[src/rtl/execute_stage_p_pkg.sv]
`default_nettype none
// ============================================================================
// Module   : exec_pkg
// Purpose  : Shared aluOp codes, funct constants, ALU-op and FSM-state enums
//            and the ALU decode helper for the execute stage.
// Revision : 1.0 - initial release
// ============================================================================
package exec_pkg;

    localparam logic [1:0] c_aluop_add   = 2'b00;
    localparam logic [1:0] c_aluop_sub   = 2'b01;
    localparam logic [1:0] c_aluop_rtype = 2'b10;

    localparam logic [5:0] c_funct_add   = 6'b100000;
    localparam logic [5:0] c_funct_sub   = 6'b100010;
    localparam logic [5:0] c_funct_and   = 6'b100100;
    localparam logic [5:0] c_funct_or    = 6'b100101;
    localparam logic [5:0] c_funct_slt   = 6'b101010;
    localparam logic [5:0] c_funct_sltu  = 6'b101011;
    localparam logic [5:0] c_funct_sll   = 6'b000000;
    localparam logic [5:0] c_funct_srl   = 6'b000010;
    localparam logic [5:0] c_funct_sra   = 6'b000011;
    localparam logic [5:0] c_funct_mfhi  = 6'b010000;
    localparam logic [5:0] c_funct_mflo  = 6'b010010;
    localparam logic [5:0] c_funct_mult  = 6'b011000;
    localparam logic [5:0] c_funct_multu = 6'b011001;

    // OP_NONE marks an unrecognised funct: the entry is still emitted with result 0
    typedef enum logic [3:0] {
        OP_ADD  = 4'd0,  OP_SUB  = 4'd1,  OP_AND  = 4'd2,  OP_OR   = 4'd3,
        OP_SLT  = 4'd4,  OP_SLTU = 4'd5,  OP_SLL  = 4'd6,  OP_SRL  = 4'd7,
        OP_SRA  = 4'd8,  OP_MFHI = 4'd9,  OP_MFLO = 4'd10, OP_MUL  = 4'd11,
        OP_NONE = 4'd12
    } alu_op_e;

    typedef enum logic [1:0] {
        S_IDLE = 2'd0,
        S_MUL  = 2'd1,
        S_DONE = 2'd2
    } state_e;

    function automatic alu_op_e decode_op(input logic [1:0] alu_op, input logic [5:0] funct);
        alu_op_e op;
        op = OP_ADD;
        case (alu_op)
            c_aluop_add: op = OP_ADD;
            c_aluop_sub: op = OP_SUB;
            c_aluop_rtype: begin
                case (funct)
                    c_funct_add:   op = OP_ADD;
                    c_funct_sub:   op = OP_SUB;
                    c_funct_and:   op = OP_AND;
                    c_funct_or:    op = OP_OR;
                    c_funct_slt:   op = OP_SLT;
                    c_funct_sltu:  op = OP_SLTU;
                    c_funct_sll:   op = OP_SLL;
                    c_funct_srl:   op = OP_SRL;
                    c_funct_sra:   op = OP_SRA;
                    c_funct_mfhi:  op = OP_MFHI;
                    c_funct_mflo:  op = OP_MFLO;
                    c_funct_mult:  op = OP_MUL;
                    c_funct_multu: op = OP_MUL;
                    default:       op = OP_NONE;
                endcase
            end
            default: op = OP_ADD;   // reserved code behaves as add
        endcase
        return op;
    endfunction

endpackage
`default_nettype wire

[src/rtl/execute_stage_p_if.sv]
`default_nettype none
// ============================================================================
// Module   : execute_stage_p_if
// Purpose  : ID/EX input handshake plus EX/MEM output handshake of the
//            execute stage. master = surrounding pipeline, slave = stage.
// Revision : 1.0 - initial release
// ============================================================================
interface execute_stage_p_if #(
    parameter int XLEN   = 32,
    parameter int REG_AW = 5
);
    logic              in_valid;
    logic              in_ready;
    logic [1:0]        ctrl_aluOp;
    logic              ctrl_aluSrc;
    logic              ctrl_regDest;
    logic [XLEN-1:0]   rs_data;
    logic [XLEN-1:0]   rt_data;
    logic [XLEN-1:0]   imm_ext;
    logic [XLEN-1:0]   next_pc;
    logic [REG_AW-1:0] rt_addr;
    logic [REG_AW-1:0] rd_addr;
    logic              out_valid;
    logic              out_ready;
    logic [XLEN-1:0]   alu_result;
    logic [XLEN-1:0]   branch_target;
    logic              zero;
    logic [REG_AW-1:0] write_register;
    logic              busy;

    modport master (
        output in_valid, ctrl_aluOp, ctrl_aluSrc, ctrl_regDest, rs_data, rt_data,
               imm_ext, next_pc, rt_addr, rd_addr, out_ready,
        input  in_ready, out_valid, alu_result, branch_target, zero, write_register, busy
    );

    modport slave (
        input  in_valid, ctrl_aluOp, ctrl_aluSrc, ctrl_regDest, rs_data, rt_data,
               imm_ext, next_pc, rt_addr, rd_addr, out_ready,
        output in_ready, out_valid, alu_result, branch_target, zero, write_register, busy
    );
endinterface
`default_nettype wire

[src/rtl/execute_stage_p_mult.sv]
`default_nettype none
// ============================================================================
// Module   : seq_multiplier
// Purpose  : Iterative shift-add multiplier, XLEN steps per product. Signed
//            operands are multiplied as magnitudes and the sign fixed at the
//            end. done is a one-cycle strobe with product valid alongside it.
// Revision : 1.0 - initial release
// ============================================================================
module seq_multiplier #(
    parameter int XLEN = 32
) (
    input  wire logic              clk,
    input  wire logic              reset,
    input  wire logic              start,
    input  wire logic              is_signed,
    input  wire logic [XLEN-1:0]   op_a,
    input  wire logic [XLEN-1:0]   op_b,
    output logic                   done,
    output logic [2*XLEN-1:0]      product
);
    localparam int CW = $clog2(XLEN);

    logic              r_busy;
    logic              r_neg;
    logic [CW-1:0]     r_cnt;
    logic [2*XLEN-1:0] r_acc;
    logic [2*XLEN-1:0] r_mcand;
    logic [XLEN-1:0]   r_mplier;
    logic [XLEN-1:0]   w_abs_a;
    logic [XLEN-1:0]   w_abs_b;
    logic [2*XLEN-1:0] w_sum;

    assign w_abs_a = (is_signed && op_a[XLEN-1]) ? -op_a : op_a;
    assign w_abs_b = (is_signed && op_b[XLEN-1]) ? -op_b : op_b;
    assign w_sum   = r_acc + (r_mplier[0] ? r_mcand : '0);
    assign done    = r_busy && (r_cnt == CW'(XLEN - 1));
    // The last step's sum is presented directly so the caller captures it on the done edge
    assign product = r_neg ? -w_sum : w_sum;

    // Operand load on start, then one partial product accumulated per cycle
    always_ff @(posedge clk) begin
        if (reset) begin
            r_busy   <= 1'b0;
            r_neg    <= 1'b0;
            r_cnt    <= '0;
            r_acc    <= '0;
            r_mcand  <= '0;
            r_mplier <= '0;
        end else if (start) begin
            r_busy   <= 1'b1;
            r_neg    <= is_signed && (op_a[XLEN-1] ^ op_b[XLEN-1]);
            r_cnt    <= '0;
            r_acc    <= '0;
            r_mcand  <= {{XLEN{1'b0}}, w_abs_a};
            r_mplier <= w_abs_b;
        end else if (r_busy) begin
            r_acc    <= w_sum;
            r_mcand  <= r_mcand << 1;
            r_mplier <= r_mplier >> 1;
            r_cnt    <= r_cnt + CW'(1);
            if (done) begin
                r_busy <= 1'b0;
            end
        end
    end
endmodule
`default_nettype wire

[src/rtl/execute_stage_p.sv]
`default_nettype none
// ============================================================================
// Module   : execute_stage_p
// Purpose  : Pipelined EX stage: ALU decode/execute, branch-target adder,
//            RegDst mux, registered EX/MEM slot with valid/ready on both
//            sides, and a sequential multiplier feeding internal HI/LO.
// Revision : 1.0 - initial release
// ============================================================================
module execute_stage_p
    import exec_pkg::*;
#(
    parameter int XLEN   = 32,
    parameter int REG_AW = 5
) (
    input  wire logic    clk,
    input  wire logic    reset,
    execute_stage_p_if.slave bus
);
    state_e              r_state;
    state_e              w_state_next;
    logic                r_out_valid;
    logic [XLEN-1:0]     r_alu_result;
    logic [XLEN-1:0]     r_branch_target;
    logic                r_zero;
    logic [REG_AW-1:0]   r_write_register;
    logic [XLEN-1:0]     r_hi;
    logic [XLEN-1:0]     r_lo;
    logic [XLEN-1:0]     r_mul_bt;

    alu_op_e             w_op;
    logic                w_slot_free;
    logic                w_in_ready;
    logic                w_mul_start;
    logic                w_mul_done;
    logic                w_single_load;
    logic                w_done_load;
    logic [XLEN-1:0]     w_op_b;
    logic [4:0]          w_shamt;
    logic [XLEN-1:0]     w_bt;
    logic [XLEN-1:0]     w_result;
    logic [REG_AW-1:0]   w_dest;
    logic [2*XLEN-1:0]   w_product;

    assign w_op        = decode_op(bus.ctrl_aluOp, bus.imm_ext[5:0]);
    assign w_slot_free = !r_out_valid || bus.out_ready;
    assign w_op_b      = bus.ctrl_aluSrc ? bus.imm_ext : bus.rt_data;
    assign w_shamt     = bus.imm_ext[10:6];
    assign w_bt        = bus.next_pc + (bus.imm_ext << 2);
    assign w_dest      = bus.ctrl_regDest ? bus.rd_addr : bus.rt_addr;

    assign bus.in_ready       = w_in_ready;
    assign bus.out_valid      = r_out_valid;
    assign bus.alu_result     = r_alu_result;
    assign bus.branch_target  = r_branch_target;
    assign bus.zero           = r_zero;
    assign bus.write_register = r_write_register;
    assign bus.busy           = (r_state == S_MUL);

    seq_multiplier #(.XLEN(XLEN)) u_mult (
        .clk       (clk),
        .reset     (reset),
        .start     (w_mul_start),
        .is_signed (bus.imm_ext[5:0] == c_funct_mult),
        .op_a      (bus.rs_data),
        .op_b      (bus.rt_data),
        .done      (w_mul_done),
        .product   (w_product)
    );

    // Single-cycle ALU result for the instruction currently offered
    always_comb begin
        w_result = '0;
        case (w_op)
            OP_ADD:  w_result = bus.rs_data + w_op_b;
            OP_SUB:  w_result = bus.rs_data - w_op_b;
            OP_AND:  w_result = bus.rs_data & w_op_b;
            OP_OR:   w_result = bus.rs_data | w_op_b;
            OP_SLT:  w_result = {{(XLEN-1){1'b0}}, ($signed(bus.rs_data) < $signed(w_op_b))};
            OP_SLTU: w_result = {{(XLEN-1){1'b0}}, (bus.rs_data < w_op_b)};
            OP_SLL:  w_result = bus.rt_data << w_shamt;
            OP_SRL:  w_result = bus.rt_data >> w_shamt;
            OP_SRA:  w_result = XLEN'($signed(bus.rt_data) >>> w_shamt);
            OP_MFHI: w_result = r_hi;
            OP_MFLO: w_result = r_lo;
            default: w_result = '0;
        endcase
    end

    // Stage FSM: accept gating, multiply start and deferred slot load
    always_comb begin
        w_state_next  = r_state;
        w_in_ready    = 1'b0;
        w_mul_start   = 1'b0;
        w_done_load   = 1'b0;
        case (r_state)
            S_IDLE: begin
                w_in_ready = w_slot_free;
                if (bus.in_valid && w_slot_free && (w_op == OP_MUL)) begin
                    w_mul_start  = 1'b1;
                    w_state_next = S_MUL;
                end
            end
            S_MUL: begin
                if (w_mul_done) begin
                    w_state_next = S_DONE;
                end
            end
            S_DONE: begin
                if (w_slot_free) begin
                    w_done_load  = 1'b1;
                    w_state_next = S_IDLE;
                end
            end
            default: w_state_next = S_IDLE;
        endcase
    end

    assign w_single_load = bus.in_valid && w_in_ready && (w_op != OP_MUL);

    // FSM state register
    always_ff @(posedge clk) begin
        if (reset) begin
            r_state <= S_IDLE;
        end else begin
            r_state <= w_state_next;
        end
    end

    // HI/LO written only when a product completes; branch target of a multiply held until its entry issues
    always_ff @(posedge clk) begin
        if (reset) begin
            r_hi     <= '0;
            r_lo     <= '0;
            r_mul_bt <= '0;
        end else begin
            if (w_mul_done) begin
                r_hi <= w_product[2*XLEN-1:XLEN];
                r_lo <= w_product[XLEN-1:0];
            end
            if (w_mul_start) begin
                r_mul_bt <= w_bt;
            end
        end
    end

    // EX/MEM output slot: load, drain, or hold under back-pressure
    always_ff @(posedge clk) begin
        if (reset) begin
            r_out_valid      <= 1'b0;
            r_alu_result     <= '0;
            r_branch_target  <= '0;
            r_zero           <= 1'b0;
            r_write_register <= '0;
        end else if (w_single_load) begin
            r_out_valid      <= 1'b1;
            r_alu_result     <= w_result;
            r_branch_target  <= w_bt;
            r_zero           <= (bus.ctrl_aluOp == c_aluop_sub) && (bus.rs_data == bus.rt_data);
            r_write_register <= w_dest;
        end else if (w_done_load) begin
            r_out_valid      <= 1'b1;
            r_alu_result     <= '0;
            r_branch_target  <= r_mul_bt;
            r_zero           <= 1'b0;
            r_write_register <= '0;
        end else if (bus.out_ready) begin
            r_out_valid      <= 1'b0;
        end
    end
endmodule
`default_nettype wire

[src/flat_wrapper.sv]
// flat-port wrapper written by rule: the top's interface ports become plain ports
module execute_stage_p_flat import exec_pkg::*;
#(
    parameter int XLEN   = 32,
    parameter int REG_AW = 5
)
  (clk, reset, bus_in_valid, bus_ctrl_aluOp, bus_ctrl_aluSrc, bus_ctrl_regDest, bus_rs_data, bus_rt_data, bus_imm_ext, bus_next_pc, bus_rt_addr, bus_rd_addr, bus_out_ready, bus_in_ready, bus_out_valid, bus_alu_result, bus_branch_target, bus_zero, bus_write_register, bus_busy);
  execute_stage_p_if #(.XLEN(XLEN), .REG_AW(REG_AW)) bus_i ();
  input  wire logic clk;
  input  wire logic reset;
  input wire logic [$bits(bus_i.in_valid)-1:0] bus_in_valid;
  input wire logic [$bits(bus_i.ctrl_aluOp)-1:0] bus_ctrl_aluOp;
  input wire logic [$bits(bus_i.ctrl_aluSrc)-1:0] bus_ctrl_aluSrc;
  input wire logic [$bits(bus_i.ctrl_regDest)-1:0] bus_ctrl_regDest;
  input wire logic [$bits(bus_i.rs_data)-1:0] bus_rs_data;
  input wire logic [$bits(bus_i.rt_data)-1:0] bus_rt_data;
  input wire logic [$bits(bus_i.imm_ext)-1:0] bus_imm_ext;
  input wire logic [$bits(bus_i.next_pc)-1:0] bus_next_pc;
  input wire logic [$bits(bus_i.rt_addr)-1:0] bus_rt_addr;
  input wire logic [$bits(bus_i.rd_addr)-1:0] bus_rd_addr;
  input wire logic [$bits(bus_i.out_ready)-1:0] bus_out_ready;
  output wire logic [$bits(bus_i.in_ready)-1:0] bus_in_ready;
  output wire logic [$bits(bus_i.out_valid)-1:0] bus_out_valid;
  output wire logic [$bits(bus_i.alu_result)-1:0] bus_alu_result;
  output wire logic [$bits(bus_i.branch_target)-1:0] bus_branch_target;
  output wire logic [$bits(bus_i.zero)-1:0] bus_zero;
  output wire logic [$bits(bus_i.write_register)-1:0] bus_write_register;
  output wire logic [$bits(bus_i.busy)-1:0] bus_busy;
  assign bus_i.in_valid = bus_in_valid;
  assign bus_i.ctrl_aluOp = bus_ctrl_aluOp;
  assign bus_i.ctrl_aluSrc = bus_ctrl_aluSrc;
  assign bus_i.ctrl_regDest = bus_ctrl_regDest;
  assign bus_i.rs_data = bus_rs_data;
  assign bus_i.rt_data = bus_rt_data;
  assign bus_i.imm_ext = bus_imm_ext;
  assign bus_i.next_pc = bus_next_pc;
  assign bus_i.rt_addr = bus_rt_addr;
  assign bus_i.rd_addr = bus_rd_addr;
  assign bus_i.out_ready = bus_out_ready;
  assign bus_in_ready = bus_i.in_ready;
  assign bus_out_valid = bus_i.out_valid;
  assign bus_alu_result = bus_i.alu_result;
  assign bus_branch_target = bus_i.branch_target;
  assign bus_zero = bus_i.zero;
  assign bus_write_register = bus_i.write_register;
  assign bus_busy = bus_i.busy;
  execute_stage_p #(.XLEN(XLEN), .REG_AW(REG_AW)) u_core (.clk(clk), .reset(reset), .bus(bus_i));
endmodule
[config.mk]
export PLATFORM = sky130hd
export DESIGN_NAME = execute_stage_p_flat
export DESIGN_NICKNAME = d
export VERILOG_FILES = /design/src/rtl/execute_stage_p_pkg.sv /design/src/rtl/execute_stage_p_if.sv /design/src/rtl/execute_stage_p_mult.sv /design/src/rtl/execute_stage_p.sv /design/src/flat_wrapper.sv
export SDC_FILE = /design/constraint.sdc
export NUM_CORES = 2
export LEC_CHECK = 0
export CELL_PAD_IN_SITES_DETAIL_PLACEMENT = 1
export CELL_PAD_IN_SITES_GLOBAL_PLACEMENT = 1
export CORE_MARGIN = 5
export CORE_UTILIZATION = 45
export DETAILED_ROUTE_END_ITERATION = 10
export PLACE_DENSITY_LB_ADDON = 0.08
export SLEW_MARGIN = 25
export SYNTH_ARGS = -nofsm -noshare
export SYNTH_HDL_FRONTEND = slang
export SYNTH_SLANG_ARGS = --single-unit
[constraint.sdc]
create_clock -name clk -period 6.4 [get_ports clk]
set_input_delay 1.28 -clock clk [delete_from_list [all_inputs] [get_ports clk]]
set_output_delay 1.28 -clock clk [all_outputs]
set_load 0.005 [all_outputs]
==> summary.txt <==
Detailed-route via count: 33.1k
Ys async rst share: 0%
# DRC: 0
RR Startpoint: u_core.u_mult.r_mplier[0]$_SDFFE_PP0P_
Register area share after synthesis: 21.7%
Most frequent cells in the layout: nor2_1 (514), nand2_1 (360), dfxtp_1 (333)
Critical path depth: 16
Synth Instances: 4178
CP endpoint kind: flop
Drt initial violations: 3087
Die Span X: 273 um
Setup TNS: 0 ps
Top cells by area, synth: dfxtp_1 (22%), mux2i_1 (9.4%), ha_1 (7.9%)
Largest net degree at the start of global routing: 158
Ys Warns: 0
Root Buffer Master: clkbuf_16
Synth Cell Area: 31000 um2
GRT Total Usage: 35.2%
Share of the synthesized area in the top cell type: 21.7%
Remaining Overflow, GRT: 0
Global-route wire length before repair: 205000 um
Cell family with most CP delay: compound AO/OA/AOI/OAI gates
CTS buffer count: 42
Wirelength per Cell: 26.4 um
CP Cell Sequence: buf_4 > and2_1 > ha_1 > a21oi_1 > o21ai_1 > a21oi_1 > o221ai_1 > a211o_1 > or2_1 > xor2_1 > buf_4 > nor4b_1 > or4b_4 > o41ai_1 > xor2_1 > a211oi_1
Setup bufs post-CTS: 0
Clock sink total: 336
# IOs: 219
Unique masters post-synth: 104
Actual slew at the worst max-slew pin: 1050 ps
Worst path slowest cell: dfxtp_2
CP Launch Point: u_core.u_mult.r_mplier[0]$_SDFFE_PP0P_
Initial core utilization: 45.3%
CP bufs+invs: 2
Vias/cell: 6.39
ANT nets after route: 0
P&R area growth vs syn: 14.9%
Worst min-delay path category: reg -> reg
Vias in the first global route: 33.0k
Routed wire length: 137000 um
Mean post-synth cell area: 7.42 um2
Final hold vios: 0
Critical path arrival: 6130 ps
Site Rows: 96
Max-cap viol count: 0
Port Buffers: 218
RSZ-0062 raised after global routing: false
Nets: 4608
Final min period: 5630 ps
Number of synthesized flops with an enable pin: 0
Crit path launch type: flop
FMAX: 178 MHz
CTS resizes: 0
Maximum fanout along the worst path: 36
Register bit total from synthesis: 336
Dpl cells: 5101
Final GP Congestion: 1.05
Pwr Density: 177 nW/um2
DRT Pass-1 Iters: 7
Pleak: 0.0139 uW
Status: completed
Ys flop type: dfxtp_1
Non-filler cells, final: 5177
Final Cycle Share: 87.9%
FF-to-FF setup slack: 770 ps
Layout cells sized above 1: 6.64%
Crit path kind: reg -> reg
Leading area contributor after synthesis: dfxtp_1
Core Box Area: 68500 um2
CP required: 6900 ps
Hpwl dp: 107000 um
Die Span Y: 273 um
Clk_skew: 24.2 ps
R2R depth: 16
Critical Path Sink: u_core.r_hi[28]$_SDFFE_PP0P_
Htree depth: 2
Slew margin rel.: 29.4%
Syn_nets: 4523
Slew Viols, Final: 0
Hold_ws: 454 ps
Hold_buf cts: 0
Max rail drop VDD: 0.238 mV
Latest clock arrival within the worst-skew pair: 590 ps
R2r endpoint: u_core.r_hi[28]$_SDFFE_PP0P_
Clk slew on worst S/H paths: 60 ps
CP peak stage delay: 780 ps
Die area: 74300 um2
Commonest non-fill, non-tap cell in the layout: nor2_1
CTS tree: built
Setup Viol. Count Final: 0
Initial antenna violation count: 5
CTS max path bufs: 3
## final cells by class
class | instances | area, um2
fillers | 8554 | 32800
multi-input cells | 3395 | 22700
flip-flops and latches | 336 | 6730
repair buffers | 344 | 3180
clock buffers | 58 | 1210
well taps | 882 | 1100
inverters | 144 | 541
clock inverters | 17 | 216
diodes | 1 | 2.50
## logic make-up after synthesis
family          Yosys count  share of synthesized area [%]
simple gates           1402                           21.2
compound gates         1242                           26.5
buf+inv                 447                           5.45
flops                   336                           21.7
mux                     312                           10.3
xor+xnor                240                           6.84
fa+ha+maj               199                           8.12
## power breakdown
group	total [uW]	switching [uW]	internal (uW)
combinational	1590	984	610
sequential	2180	40.5	2140
clock	2540	1050	1490
## worst min path at each step
stage | startpoint | end | cells after the start
after floorplan | u_core.r_hi[21]$_SDFFE_PP0P_ | u_core.r_hi[21]$_SDFFE_PP0P_ | 2
after global placement | u_core.bus.alu_result[6]$_SDFFE_PP0P_ | u_core.bus.alu_result[6]$_SDFFE_PP0P_ | 2
after detailed placement | u_core.r_mul_bt[7]$_SDFFE_PP0P_ | u_core.r_mul_bt[7]$_SDFFE_PP0P_ | 2
after CTS | u_core.r_mul_bt[7]$_SDFFE_PP0P_ | u_core.r_mul_bt[7]$_SDFFE_PP0P_ | 2
after global routing | u_core.r_mul_bt[22]$_SDFFE_PP0P_ | u_core.r_mul_bt[22]$_SDFFE_PP0P_ | 2
final | u_core.bus.branch_target[9]$_SDFFE_PP0P_ | u_core.bus.branch_target[9]$_SDFFE_PP0P_ | 2
## registers in the layout, summed over array words and instances (netlist names)
name                       cells
u_core.u_mult.r_mplier        32
u_core.bus.out_valid           1
u_core.r_state                 2
u_core.bus.zero                1
u_core.u_mult.r_neg            1
u_core.r_lo                   32
u_core.u_mult.r_busy           1
u_core.bus.alu_result         32
u_core.u_mult.r_mcand         64
u_core.r_hi                   32
u_core.bus.write_register      5
u_core.bus.branch_target      32
u_core.u_mult.r_acc           64
u_core.r_mul_bt               32
u_core.u_mult.r_cnt            5
## Yosys cell counts, types with 13 or more instances
cell / count
nor2_1: 517
nand2_1: 362
dfxtp_1: 336
a21oi_1: 323
mux2i_1: 292
clkbuf_1: 273
o21ai_0: 243
ha_1: 195
a211oi_1: 164
inv_1: 141
xnor2_1: 140
nor3_1: 109
xor2_1: 99
and2_1: 80
a21o_1: 61
nand2b_1: 56
nand3_1: 47
nand4_1: 42
o31ai_1: 41
a31oi_1: 37
or3_1: 37
o21a_1: 35
nor4_1: 32
o211ai_1: 32
a311oi_1: 30
and3_1: 26
a22oi_1: 24
o21bai_1: 23
buf_1: 21
o41ai_1: 21
nor2b_1: 20
a221oi_1: 18
a222oi_1: 18
mux2_2: 17
o21ai_1: 17
or2_2: 16
o221ai_1: 14
a211o_1: 13
## metrics by stage
step                      worst slack (ps)  power (uW)  area, um2  utilization (%)
after floorplan                       1260        3090      31000                -
after global placement                 578        3750      34200             50.0
after detailed placement               533        3760      34200             50.0
after CTS                              794        6320      35700             52.1
after global routing                   396        6540      35700             52.1
final                                  774        6320      35700             52.1
## layer usage
| metal | share of wire [%] | track usage [%] | vias to the layer above | wire length, um |
|---|---|---|---|---|
| met5 | 0.034 | 0 | - | 47 |
| met3 | 6.7 | 5.07 | 310 | 9110 |
| met2 | 45 | 57.1 | 1126 | 61300 |
| li1 | - | - | 15300 | - |
| met1 | 42 | 45.8 | 16300 | 57900 |
| met4 | 6.1 | 17.6 | 8 | 8330 |
## worst register-to-register path: cells and delay by family, from the launching register on
family | cells | cell delay (ps)
buffers and inverters | 2 | 630
XOR/XNOR | 2 | 290
adder cells (fa/ha/maj) | 1 | 370
AO/OA/AOI/OAI | 7 | 1950
AND/OR/NAND/NOR | 4 | 1540
flip-flops | 1 | 780
No activity file was read; power rests on OpenSTA's default activity.
